[src/rtl/mips_pkg.sv]
// Shared definitions for the MIPS core slice: boot-loader state encoding and stream framing constants.
package mips_pkg;

   localparam logic [2:0] LD_IDLE   = 3'd0;
   localparam logic [2:0] LD_LEN_HI = 3'd1;
   localparam logic [2:0] LD_LEN_LO = 3'd2;
   localparam logic [2:0] LD_LOAD   = 3'd3;
   localparam logic [2:0] LD_CHK    = 3'd4;
   localparam logic [2:0] LD_DONE   = 3'd5;
   localparam logic [2:0] LD_ERROR  = 3'd6;

   localparam int BOOT_LEN_BYTES = 2;
   localparam int BYTES_PER_WORD = 4;

   // States in which the loader consumes stream bytes.
   function automatic logic ld_accepts(input logic [2:0] st);
      return (st == LD_LEN_HI) || (st == LD_LEN_LO) || (st == LD_LOAD) || (st == LD_CHK);
   endfunction

endpackage

[src/rtl/imem_boot_loader.sv]
// Byte-stream boot loader: writes a big-endian program image into IM and holds the core in reset.
// Optional trailing XOR checksum check enabled by defining LOADER_CHECKSUM_EN.
module imem_boot_loader
   import mips_pkg::*;
#(
   parameter int IM_BYTES  = 1024,
   parameter int ADDR_W    = 10,
   parameter int MAX_WORDS = IM_BYTES / BYTES_PER_WORD
) (
   input  logic              clk,
   input  logic              rst,
   input  logic              start,
   input  logic              in_valid,
   input  logic [7:0]        in_data,
   output logic              in_ready,
   output logic              im_we,
   output logic [ADDR_W-1:0] im_addr,
   output logic [7:0]        im_wdata,
   output logic              cpu_rst,
   output logic              done,
   output logic              error
);

   localparam int CNT_W = ADDR_W + 1;

   logic [2:0]       state, state_nxt;
   logic [7:0]       len_hi;
   logic [15:0]      len_word;
   logic [CNT_W-1:0] cnt, cnt_inc, tot_bytes;
   logic             xfer, restart, last_byte;
`ifdef LOADER_CHECKSUM_EN
   logic [7:0]       xor_acc;
`endif

   assign xfer      = in_valid && in_ready;
   assign restart   = start && ((state == LD_IDLE) || (state == LD_DONE) || (state == LD_ERROR));
   assign len_word  = {len_hi, in_data};
   assign cnt_inc   = cnt + CNT_W'(1);
   assign last_byte = (cnt_inc == tot_bytes);

   // NOTE: next state gets a default before the case so no path leaves it unassigned (no latch).
   always_comb begin
      state_nxt = state;
      case (state)
         LD_IDLE, LD_DONE, LD_ERROR: if (start) state_nxt = LD_LEN_HI;
         LD_LEN_HI: if (xfer) state_nxt = LD_LEN_LO;
         LD_LEN_LO: begin
            if (xfer) begin
               if (len_word == 16'd0)
`ifdef LOADER_CHECKSUM_EN
                  state_nxt = LD_CHK;
`else
                  state_nxt = LD_DONE;
`endif
               else if (32'(len_word) > MAX_WORDS)
                  state_nxt = LD_ERROR;
               else
                  state_nxt = LD_LOAD;
            end
         end
         LD_LOAD: begin
            if (xfer && last_byte)
`ifdef LOADER_CHECKSUM_EN
               state_nxt = LD_CHK;
`else
               state_nxt = LD_DONE;
`endif
         end
`ifdef LOADER_CHECKSUM_EN
         LD_CHK: if (xfer) state_nxt = (in_data == xor_acc) ? LD_DONE : LD_ERROR;
`endif
         default: state_nxt = LD_IDLE;
      endcase
   end

   // Status outputs are registered from the next state so they track the state register exactly.
   // NOTE: all state updates use non-blocking assignments so every register samples pre-edge values.
   always_ff @(posedge clk or negedge rst) begin
      if (!rst) begin
         state     <= LD_IDLE;
         in_ready  <= 1'b0;
         im_we     <= 1'b0;
         im_addr   <= '0;
         im_wdata  <= '0;
         cpu_rst   <= 1'b1;
         done      <= 1'b0;
         error     <= 1'b0;
         len_hi    <= '0;
         cnt       <= '0;
         tot_bytes <= '0;
`ifdef LOADER_CHECKSUM_EN
         xor_acc   <= '0;
`endif
      end else begin
         state    <= state_nxt;
         in_ready <= ld_accepts(state_nxt);
         cpu_rst  <= (state_nxt != LD_DONE);
         done     <= (state_nxt == LD_DONE);
         error    <= (state_nxt == LD_ERROR);
         im_we    <= 1'b0;

         if (restart) begin
            cnt <= '0;
`ifdef LOADER_CHECKSUM_EN
            xor_acc <= '0;
`endif
         end
         if (state == LD_LEN_HI && xfer) len_hi <= in_data;
         if (state == LD_LEN_LO && xfer) tot_bytes <= CNT_W'(32'(len_word) * BYTES_PER_WORD);
         if (state == LD_LOAD && xfer) begin
            im_we    <= 1'b1;
            im_addr  <= cnt[ADDR_W-1:0];
            im_wdata <= in_data;
            cnt      <= cnt_inc;
`ifdef LOADER_CHECKSUM_EN
            xor_acc  <= xor_acc ^ in_data;
`endif
         end
      end
   end

endmodule
[config.mk]
export PLATFORM = sky130hd
export DESIGN_NAME = imem_boot_loader
export DESIGN_NICKNAME = d
export VERILOG_FILES = /design/src/rtl/mips_pkg.sv /design/src/rtl/imem_boot_loader.sv
export SDC_FILE = /design/constraint.sdc
export NUM_CORES = 1
export LEC_CHECK = 0
export CELL_PAD_IN_SITES_DETAIL_PLACEMENT = 2
export CELL_PAD_IN_SITES_GLOBAL_PLACEMENT = 2
export CORE_MARGIN = 2
export CORE_UTILIZATION = 34
export CTS_BUF_LIST = sky130_fd_sc_hd__clkbuf_4 sky130_fd_sc_hd__clkbuf_8 sky130_fd_sc_hd__clkbuf_16
export DETAILED_ROUTE_END_ITERATION = 6
export GPL_TIMING_DRIVEN = 0
export PLACE_DENSITY_LB_ADDON = 0.1
export SETUP_SLACK_MARGIN = 0.02
export SYNTH_ARGS = -nofsm -noshare
export SYNTH_HDL_FRONTEND = slang
export SYNTH_SLANG_ARGS = --single-unit
[constraint.sdc]
create_clock -name clk -period 2.3 [get_ports clk]
set_input_delay 0.23 -clock clk [delete_from_list [all_inputs] [get_ports clk]]
set_output_delay 0.23 -clock clk [all_outputs]
set_load 0.02 [all_outputs]
# After elaboration in Yosys (flattened, before gate mapping)
# Index checks and enable logic that the tools add are counted.
# totals
register_bits	54
input_bits	12
out_inout_bits	23
word_cells	51
# classes
add_sub_neg	1
n_lt_le_gt_ge	1
n_eq_ne	13
n_mux	10
reduce_logical	15
# op_table
cell	n
$mux 11	2
$mux 3	6
$gt 16x9->1 const B	1
$logic_not 16->1	1
$eq 3x3->1 const B	5
$eq 3x2->1 const B	4
$pmux 3 s4	1
$add 11x1->11 const B	1
$eq 11x11->1	1
$eq 3x1->1 const B	2
$logic_and 1x1->1	6
$logic_or 1x1->1	5
$logic_not 3->1	1
$ne 3x3->1 const B	1
$reduce_or 3->1	1
$reduce_bool 2->1	1
$mux 1	1

# Logic depth before layout (Yosys ltp)
# depth
word_depth	9
mapped_depth	7
mapped_depth_nobuf	7

# Least setup slack after synthesis
# OpenSTA, ideal clock, no wires.
# synth_path
path_kind	reg-to-reg
startpoint	reg cnt[0]
endpoint	reg done
setup_ns	0.066
arrival_time_ns	1.910
t_required_ns	2.234
setup_slack_ns	0.324
path_stages_with_launch	8
n_path_buf	0
period_less_slack_ns	1.976
path_cell_list	dfrtp_1 ha_1 nand3_1 nor3_4 xnor2_1 a2111o_1 o31ai_4 and2_1
# synth_between
elab_chain_cells	6
# synth_lines
item	line_no	source
start: declaration	imem_boot_loader.sv:29	logic [CNT_W-1:0] cnt, cnt_inc, tot_bytes;
start signal: assignment	imem_boot_loader.sv:114	cnt <= cnt_inc;
$add 11x1->11	imem_boot_loader.sv:38	assign cnt_inc = cnt + CNT_W'(1);
$eq 11x11->1	imem_boot_loader.sv:39	assign last_byte = (cnt_inc == tot_bytes);
$logic_and 1x1->1	imem_boot_loader.sv:62	if (xfer && last_byte)
$mux 3	imem_boot_loader.sv:62	
$pmux 3 s4	imem_boot_loader.sv:44	case (state)
named net state_nxt[2]	imem_boot_loader.sv:26	logic [2:0] state, state_nxt;
$eq 3x3->1	imem_boot_loader.sv:98	done <= (state_nxt == LD_DONE);
end signal: assignment	imem_boot_loader.sv:98	
end: declaration	imem_boot_loader.sv:20	output logic done,
# The timed path passes the listed nets, and every way through them passes these cells.
# A chain may end at the register's enable or synchronous reset.

# Worst setup path after layout
# layout_path
startpoint	reg cnt[0]
endpoint	reg error
# layout_between
elab_chain_cells	6
# layout_lines
item	line_no	source
$add 11x1->11	imem_boot_loader.sv:38	
$eq 11x11->1	imem_boot_loader.sv:39	
$logic_and 1x1->1	imem_boot_loader.sv:62	
$mux 3	imem_boot_loader.sv:62	
$pmux 3 s4	imem_boot_loader.sv:44	
named net state_nxt[2]	imem_boot_loader.sv:26	
$eq 3x3->1	imem_boot_loader.sv:99	error <= (state_nxt == LD_ERROR);
end signal: assignment	imem_boot_loader.sv:99	
end: declaration	imem_boot_loader.sv:21	output logic error
# The timed path passes the listed nets, and every way through them passes these cells.

==> results.md <==
- Top post-synthesis cells by area: dfrtp_1 (51%), nand2_1 (11%), mux2_1 (5.2%)
- Initial antenna violation count: 0
- Fmax: 477.9 MHz
- Vias in the first global route: 2328
- Die Y: 91.34 um
- Post-synth top flop: dfrtp_1
- Most common cell after layout, fill and taps aside: nand2_1
- Highest ir drop seen on vdd: 0.3661 mV
- Clock Path Buffers: 2
- Crit-path most repeated cell: nand3_1
- Die Footprint: 8343 um2
- Syn Nets: 277
- Mapped Cells: 263
- CP Capture Point: error
- Via/cell ratio: 5.081
- First-pass GRT wire length: 11840 um
- Multi-input gate area: 1220 um2
- Commonest non-fill, non-tap cells in the layout: nand2_1 (73), dfrtp_1 (51), clkdlybuf4s50_1 (33), o21ai_1 (15), mux2_1 (12)
- Post-detail-place hpwl: 4904 um
- Largest net degree at the start of global routing: 33
- Final setup violation count: 0
- Synthesized area: 2594 um2
- RSZ-0062 raised after global routing: no
- Crit Path Class: flop to flop
- GR met3 Demand/Resource: 3.402%
- Global Route Usage Sum: 17.59%
- Total Wirelength: 6608 um
- Synthesized flop and latch total: 54
- Max-slew violations: 0
- Endpoint class of the critical path: flop
- Overflow after GRT: 0
- Reg2Reg Depth: 7
- # IOs: 35
- Reg area: 1355 um2
- Slowest cell delay on critical path: 460 ps
- Hold Slack: 449.2 ps
- Top cell type's share of synthesized area: 51.13%
- Final setup margin: 207.6 ps
- Dpl cells: 397
- Site Rows: 31
- Crit-path slowest cell: dfrtp_2
- Setup Skew: 8.557 ps
- Vias: 2063
- Crit path depth: 7
- PortBufs: 34
- Antenna viol nets, final: 0
- FF-to-FF Start: cnt[0]
- DRC: 0
- Final period utilization: 90.97%
- Non-filler instance count after layout: 406
- Starting Density: 35.38%
- Initial drt markers: 85
- Outcome: complete, no violations
- Actual slew at the worst max-slew pin: 779.7 ps
- Startpoint types: flop
- Post-synth EDFFs: 0
- Latest clock arrival within the worst-skew pair: 300 ps
- Leak Pwr: 1.443 nW
- Mapped Avg Cell Area: 9.862 um2
- Synth warn: 0
- Worst Path Buf+Inv: 0
- Placeable Area: 7331 um2
- Largest area contributor in the netlist: dfrtp_1
- FILL cells: 785
- Slew HR: 47.74%
- P&R area growth vs syn: 24.36%
- Die width: 91.34 um
- Gpl congestion: 0.7630
- Fin. Hold Viols: 0
- Per-cell routed wire length: 16.28 um
- Crit-path cells: ha_4 > nand3_1 > xnor2_1 > nand3_1 > a2111o_1 > o31ai_4 > and2_1
- CP delay by family, top: compound AO/OA/AOI/OAI gates
- CP startpoint: cnt[0]
- Total CTS buffers: 5
- Hold crit path type: primary input to async pin
- Critical Path AT: 2340 ps
- Post-synthesis cell type count: 43
- Seq/Total Area, Yosys: 52.15%
- Post-layout min period: 2092 ps
- Worst endpoint required time: 2540 ps
- CTS Sinks: 54
- Cell area power density: 1040 nW/um2
- TritonCTS clock tree: yes
- GR Util met2: 30.74%
- Reg-to-Reg End: error
- CTS clk-pin slew, worst paths: 100 ps
- Dpl ws: -238.2 ps
- Layout cells sized above 1: 10.42%
- Nets: 320
- Root Buffer: clkbuf_8
- Asr flop ratio synth: 100.0%
- ANT cells: 0
- Total power: 0.003354 W
- Max-cap violation count: 0
- CP max FO: 7
- GR peak layer: met2
- H-tree lvl count: 2
- Drt first pass iters: 4
- Reg2reg setup slack: 210 ps
- M1 GR Usage: 22.84%
- Post-CTS setup buffers: 0
[synth_stat cells (4+ instances only)]
cell	count
nor3_1	5
nor2_1	11
clkbuf_1	6
nand2_1	73
xor2_1	7
a21oi_1	8
mux2_2	5
and2_1	4
dfrtp_1	53
xnor2_1	11
o21ai_1	15
nand3_1	6
mux2_1	12
[registers in the layout (all words and copies together), names as in the netlist]
name	cells
cnt	11
im_addr	10
tot_bytes	9
im_wdata	8
len_hi	8
state	3
cpu_rst	1
done	1
error	1
im_we	1
in_ready	1
[where the power goes]
| part | total (W) | internal (W) | leakage, nW | switching, W |
|---|---|---|---|---|
| logic | 0.00130 | 0.000584 | 0.696 | 0.000716 |
| clock network | 0.000597 | 0.000277 | 0.0544 | 0.000320 |
| registers | 0.00146 | 0.00124 | 0.693 | 0.000212 |
[how the worst min path moves through the flow]
stage / start / to / cells past startpoint
global route: rst / im_we / 2
detailed placement: rst / im_we / 1
floorplan: rst / cnt[0] / 0
finish: rst / im_we / 2
CTS: rst / im_we / 2
global placement: im_addr[2] / im_addr[2] / 2
[cell families (layout without fill, tap and decap cells)]
group | Yosys count | after routing | share of synthesized area (%)
AO/OA/AOI/OAI | 38 | 38 | 9.214
XOR/XNOR | 18 | 18 | 6.078
adder cells (fa/ha/maj) | 2 | 2 | 0.9646
buffers and inverters | 14 | 58 | 2.171
flip-flops | 54 | 54 | 52.15
multiplexers | 18 | 18 | 7.766
AND/OR/NAND/NOR | 119 | 119 | 21.66
[layer usage]
metal | vias to the layer above | wire (um)
li1 | 973 | -
met1 | 1060 | 2950
met2 | 26 | 3415
met3 | 4 | 186
met4 | 0 | 54
met5 | - | 0
[stage by stage]
step | utilization (%) | cell area (um2) | setup TNS [ps]
final | 44.00 | 3226 | 0
after global routing | 44.00 | 3226 | 0
after CTS | 43.54 | 3192 | 0
after detailed placement | 41.92 | 3073 | -1455
after global placement | 41.71 | 3058 | -42110
after floorplan | - | 2594 | 0
[what timing repair did]
item | CTS | global route
hold endpoints to repair | 22 | 0
hold buffers | 1 | 0
setup endpoints to repair | 4 | 6
gates resized for setup | 2 | 6
[worst register-to-register path, delay by kind of cell (launching register included)]
family | cells | cell delay [ps]
AOI/OAI and AO/OA | 2 | 730
xor gates and xnor gates | 1 | 220
adders and majority gates | 1 | 200
DFF | 1 | 460
and+or+nand+nor | 3 | 430
[area by class of cell]
class | instances | share of cell area, %
clock buffers | 7 | 2.987
clock inverters | 1 | 0.2715
plain buffers | 11 | 1.396
inverters | 3 | 0.3491
multi-input cells | 195 | 37.82
repair buffers | 36 | 11.33
well taps | 99 | 3.840
flip-flops and latches | 54 | 42.01
Power figures use the tool's default switching activity.
